File: src/rtl/sr_ff_bank.sv
// sr_ff_bank: bank of WIDTH clocked SR flags with common enable,
// MODE-selected S=R=1 resolution, per-bit conflict flags and a
// saturating conflict counter. Sync active-high reset.
// Ports: clk, rst, en, s[W], r[W], cnt_clr -> q[W], qn[W],
//   conflict[W], conflict_cnt[CNT_W].
// Optional (SR_FF_BANK_EDGE_DET_EN): q_rise[W], q_fall[W].
module sr_ff_bank #(
  parameter int               WIDTH = 8,
  parameter int               MODE  = 0,
  parameter logic [WIDTH-1:0] INIT  = '0,
  parameter int               CNT_W = 8
) (
  input  logic             clk,
  input  logic             rst,
  input  logic             en,
  input  logic [WIDTH-1:0] s,
  input  logic [WIDTH-1:0] r,
  input  logic             cnt_clr,
  output logic [WIDTH-1:0] q,
  output logic [WIDTH-1:0] qn,
  output logic [WIDTH-1:0] conflict,
  output logic [CNT_W-1:0] conflict_cnt
`ifdef SR_FF_BANK_EDGE_DET_EN
  ,
  output logic [WIDTH-1:0] q_rise,
  output logic [WIDTH-1:0] q_fall
`endif
);

  logic [WIDTH-1:0] q_q, q_d;
  logic [WIDTH-1:0] qn_q;
  logic [WIDTH-1:0] conf_q, conf_d;
  logic [CNT_W-1:0] cnt_q, cnt_d;
  logic [WIDTH-1:0] both;

  assign both = s & r;

  always_comb begin
    q_d = q_q;
    if (en) begin
      for (int i = 0; i < WIDTH; i++) begin
        unique case ({s[i], r[i]})
          2'b10: q_d[i] = 1'b1;
          2'b01: q_d[i] = 1'b0;
          2'b11: begin
            // S=R=1 resolution; unknown MODE falls back to clear
            unique case (MODE)
              1:       q_d[i] = 1'b1;
              2:       q_d[i] = q_q[i];
              3:       q_d[i] = ~q_q[i];
              default: q_d[i] = 1'b0;
            endcase
          end
          default: q_d[i] = q_q[i];
        endcase
      end
    end
  end

  always_comb begin
    conf_d = '0;
    if (en) conf_d = both;
  end

  // clear beats increment; one step per cycle, saturating
  always_comb begin
    cnt_d = cnt_q;
    if (cnt_clr) begin
      cnt_d = '0;
    end else if (en && (|both) && !(&cnt_q)) begin
      cnt_d = cnt_q + CNT_W'(1);
    end
  end

  always_ff @(posedge clk) begin
    if (rst) begin
      q_q    <= INIT;
      qn_q   <= ~INIT;
      conf_q <= '0;
      cnt_q  <= '0;
    end else begin
      q_q    <= q_d;
      qn_q   <= ~q_d;
      conf_q <= conf_d;
      cnt_q  <= cnt_d;
    end
  end

  assign q            = q_q;
  assign qn           = qn_q;
  assign conflict     = conf_q;
  assign conflict_cnt = cnt_q;

`ifdef SR_FF_BANK_EDGE_DET_EN
  logic [WIDTH-1:0] dly_q;
  logic [WIDTH-1:0] rise_q;
  logic [WIDTH-1:0] fall_q;

  // delayed copy starts at INIT so no pulse right after reset
  always_ff @(posedge clk) begin
    if (rst) begin
      dly_q  <= INIT;
      rise_q <= '0;
      fall_q <= '0;
    end else begin
      dly_q  <= q_q;
      rise_q <= q_q & ~dly_q;
      fall_q <= ~q_q & dly_q;
    end
  end

  assign q_rise = rise_q;
  assign q_fall = fall_q;
`endif

endmodule
File: config.mk
export PLATFORM = sky130hd
export DESIGN_NAME = sr_ff_bank
export DESIGN_NICKNAME = d
export VERILOG_FILES = /design/src/rtl/sr_ff_bank.sv
export SDC_FILE = /design/constraint.sdc
export NUM_CORES = 1
export LEC_CHECK = 0
export ABC_AREA = 1
export CORE_MARGIN = 2
export CORE_UTILIZATION = 64
export CTS_CLUSTER_SIZE = 20
export DETAILED_ROUTE_END_ITERATION = 6
export DONT_BUFFER_PORTS = 1
export PLACE_DENSITY = 0.9
export SETUP_SLACK_MARGIN = 0.05
export SKIP_LAST_GASP = 1
export SYNTH_ARGS = -nofsm -noshare
export SYNTH_HDL_FRONTEND = slang
export SYNTH_SLANG_ARGS = --single-unit
export TNS_END_PERCENT = 50
File: constraint.sdc
create_clock -name clk -period 3.51 [get_ports clk]
set_input_delay 0.702 -clock clk [delete_from_list [all_inputs] [get_ports clk]]
set_output_delay 0.702 -clock clk [all_outputs]
set_load 0.02 [all_outputs]
# ---- Word level (Yosys, flattened, before mapping)
# Index checks and enable logic that the tools add are counted.
dict set report classes {
  order_cmp 0
  div_mod_pow 0
  mux 9
  add_sub_neg 1
  n_shift 0
  bitwise_logic 3
  n_eq_ne 24
  n_reduce_logical 15
  mul 0
}
# op count
set op_table {}
lappend op_table {{2-bit equality test (second input constant)} 16}
lappend op_table {{2-bit OR reduction} 10}
lappend op_table {{2-bit by 1-bit equality test with 1-bit output (second input constant)} 8}
lappend op_table {{1-bit case mux with 2 select lines} 8}
lappend op_table {{8-bit by 1-bit adder with 8-bit output (second input constant)} 1}
lappend op_table {{8-bit bitwise AND} 1}
lappend op_table {{8-bit two-way mux} 1}
lappend op_table {{8-bit inverter} 1}
lappend op_table {{8-bit AND reduction} 1}
lappend op_table {{8-bit OR reduction} 1}
lappend op_table {{1-bit logical AND} 2}
lappend op_table {{1-bit logical NOT} 1}
lappend op_table {{1-bit inverter} 1}
dict set report totals {
  ramBits 0
  elab_cells 56
  memories 0
  romBits 0
  out_inout_bits 32
  reg_bits 32
  latchBits 0
}

# ---- Depth between registers and ports, before layout
dict set report logic_depth {
  word_depth 5
  depth_mapped 9
}

# ---- Worst setup path before layout
# No wires, ideal clock.
dict set report synth_timing {
  path_type {input-to-reg}
  startpoint {input r[4]}
  endpoint {register cnt_q[3] (netlist: conflict_cnt[3])}
  arrival_ns 1.357
  slack_ns 2.084
  setup_ns 0.070
  n_path_buf 0
  t_required_ns 3.440
  cell_stages 7
  path_cell_list {nand2_1 > nand2_1 > nor2_1 > nand2_4 > nand3_4 > nand2_1 > a21oi_1}
}
dict set report synth_via {
  elab_chain_cells 4
}
# element line_no
set synth_rtl {}
lappend synth_rtl {{from (decl)} 17} ;# input logic [WIDTH-1:0] r,
lappend synth_rtl {{8-bit bitwise AND} 36} ;# assign both = s & r;
lappend synth_rtl {{8-bit OR reduction} 70} ;# end else if (en && (|both) && !(&cnt_q)) begin
lappend synth_rtl {{1-bit logical AND (2 in a row)} 70}
lappend synth_rtl {{to (signal assigned)} 85} ;# cnt_q <= cnt_d;
lappend synth_rtl {{to (decl)} 33} ;# logic [CNT_W-1:0] cnt_q, cnt_d;
# Every way passes these cells.
# A chain may end at the register's enable or synchronous reset.

# ---- Worst setup path after layout
dict set report layout_timing {
  startpoint {register cnt_q[2] (netlist: conflict_cnt[2])}
  endpoint {output conflict_cnt[2]}
}
# element line_no
set layout_lines {}
lappend layout_lines {{to (decl)} 22} ;# output logic [CNT_W-1:0] conflict_cnt
# No word-level cell between the ends.

==> reports/summary.md <==
Timing
* final setup violation count: 0
* final total negative setup slack: 0 ns
* clock skew: 0.00137 ns
* final worst path period need: 1.61 ns
* Max Clk Rate: 622 MHz
* max-slew violations: 0
* Slew HR: 72.4%
* worst-margin pin slew: 0.414 ns
* final cycle utilization of the critical path: 45.8%
* number of hold violations in the final report: 0
* setup repair after global routing missed its margin: no

Die
* Chip Width: 48.4 µm
* effective utilization at floorplan: 66.4%
* Die Area: 2340 µm²
* placeable core region: 1900 µm²
* IO Count: 52
* cell row count: 16
* die outline height: 48.4 µm

Detailed routing
* Routed WL per cell: 12.1 µm
* antenna-violating nets left: 0
* drt pass-1 iters: 4
* First DRT Iteration DRCs: 30
* aggregate routed wire length: 2420 µm
* post-detailed-route DRC marker count: 0
* total number of vias: 1,017
* mean number of vias per cell: 5.09

Clock network
* number of CTS-inserted buffers: 5
* buffer type at the clock tree root: sky130_fd_sc_hd__clkbuf_4
* sinks on the clock net: 32
* clock tree buffer depth: 2
* clock tree from TritonCTS: done
* count of buffers added by post-CTS timing repair for setup: 0
* Clock Pin Slew Worst Setup and Hold Paths: 0.09 ns
* htree depth: 2
* source-to-sink clock delay at the later pin of the worst-skew pair: 0.32 ns
* Post-CTS Hold Buffers: 0
* CTS resizes: 0

Finish
* # diodes: 0
* final standard cell count with taps included and fillers excluded: 200
* commonest non-fill, non-tap cell in the layout: sky130_fd_sc_hd__nand2_1
* final cell utilization of the core: 70.5%
* final layout net count: 193
* most frequent cells in the layout: sky130_fd_sc_hd__nand2_1 (51), sky130_fd_sc_hd__dfxtp_1 (32), sky130_fd_sc_hd__nor2_1 (29), sky130_fd_sc_hd__inv_1 (17), sky130_fd_sc_hd__a21oi_1 (12)
* number of filler cells placed in the layout: 152
* share of final-layout standard cells stronger than drive strength 1: 8.67%
* relative area change from synthesis to final layout: 6.24%

Synth
* mean cell area of the mapped netlist: 7.51 µm²
* warning count from the yosys run: 0
* most area-hungry cell type in the Yosys netlist: sky130_fd_sc_hd__dfxtp_1
* post-synthesis instance area: 1260 µm²
* number of flip-flops and latches in the synthesized netlist: 32
* Post-Syn Nets: 189
* gate count after technology mapping: 168
* register area share after synthesis: 50.7%
* area share of the leading cell type in the synthesized netlist: 50.7%
* Netlist cell types: 20
* cell types occupying the most area after synthesis: sky130_fd_sc_hd__dfxtp_1 (51%), sky130_fd_sc_hd__nand2_1 (15%), sky130_fd_sc_hd__nor2_1 (8.6%), sky130_fd_sc_hd__inv_1 (5.1%), sky130_fd_sc_hd__a21oi_1 (4.8%)

Setup path
* required time reported for the critical path endpoint: 2.81 ns
* Arr. time, crit path: 0.91 ns
* Worst Setup Start Kind: register
* path type of the worst setup path: register to output port
* Crit. End Element: output port
* crit-path max FO: 6

Pwr
* worst IR drop on VDD: 381 µV
* power consumption: 0.650 mW
* PwrDens: 485 nW/µm²
* Pleak: 0.585 nW

Place
* total half-perimeter wirelength after legalization and detailed placement: 1820 µm
* # placed instances: 192
* number of buffers added on ports: 0
* gp weighted congestion: 0.843

GRT
* global-route usage over all layers: 22.9%
* pin count of the biggest net entering global routing: 28
* overall overflow remaining after global route: 0
* number of global-route vias before repair: 991
* wire length of the first global-routing pass: 4060 µm
* number of antenna violations at the first check in global routing: 0

Hold path
* class of the tightest hold or removal check: primary input to register

Job
* Max-Cap Viols: 0

Outcome
* run status: finished clean

## synthesized netlist by cell type
cell and number:
sky130_fd_sc_hd__xnor2_1 1, sky130_fd_sc_hd__xor2_1 1, sky130_fd_sc_hd__dfxtp_1 32, sky130_fd_sc_hd__nor2_2 2, sky130_fd_sc_hd__o21ai_1 1, sky130_fd_sc_hd__ha_1 1
sky130_fd_sc_hd__clkinv_1 3, sky130_fd_sc_hd__a21oi_1 12, sky130_fd_sc_hd__nand3_1 2, sky130_fd_sc_hd__inv_1 17, sky130_fd_sc_hd__buf_4 1, sky130_fd_sc_hd__nor2_1 29
sky130_fd_sc_hd__nand2_1 51, sky130_fd_sc_hd__nand2_4 2, sky130_fd_sc_hd__nand3_4 1, sky130_fd_sc_hd__nand3_2 2, sky130_fd_sc_hd__nor3b_1 1, sky130_fd_sc_hd__nand4_1 6
sky130_fd_sc_hd__buf_2 2, sky130_fd_sc_hd__nand2_2 1
## area by class of cell
cell class	instances	area [µm²]	share of cell area, %
Multi-Input combinational cell	113	529	39.5
Clock buffer	7	55.1	4.10
Inverter	20	75.1	5.60
Clock inverter	1	7.51	0.560
Sequential cell	32	641	47.8
Tap cell	27	33.8	2.52
## flip-flops by register name (all words and copies together), names as in the netlist
name	flops
conflict	8
q	8
qn	8
conflict_cnt	8
## cell families after synthesis
family | synth area share, %
flip-flops | 50.7
AND/OR/NAND/NOR | 34.4
XOR/XNOR | 1.39
adder cells (fa/ha/maj) | 0.991
buffers and inverters | 7.33
AO/OA/AOI/OAI | 5.15
## worst paths after layout
check | start | end | slack, ns | cells after the start
setup / recovery | conflict_cnt[2] | conflict_cnt[2] | 1.90 | 0
hold / removal | s[0] | conflict[0] | 0.51 | 2
setup reg to reg | conflict_cnt[1] | conflict_cnt[6] | 1.98 | 6
hold reg to reg | q[3] | q[3] | 0.61 | 2
## metrics by stage
step / hold WS [ns] / worst slack, ns / instance area [µm²]
floorplan: 0.573 / 2.08 / 1260
global placement: 0.593 / 1.99 / 1280
detailed placement: 0.603 / 1.96 / 1280
CTS: 0.496 / 1.88 / 1340
global route: 0.497 / 1.84 / 1340
finish: 0.513 / 1.90 / 1340
## routing by layer
metal  global-route usage (%)  wire length, µm
met5                        0                0
met4                     11.9               32
met3                     10.8              197
met2                     38.0             1230
met1                     24.2              955
## power breakdown
group          internal [mW]  switching [mW]  total [mW]
sequential             0.377          0.0240       0.401
clock                 0.0979           0.116       0.214
combinational         0.0126          0.0224      0.0350
total                  0.487           0.163       0.650
Power figures use the tool's default switching activity.
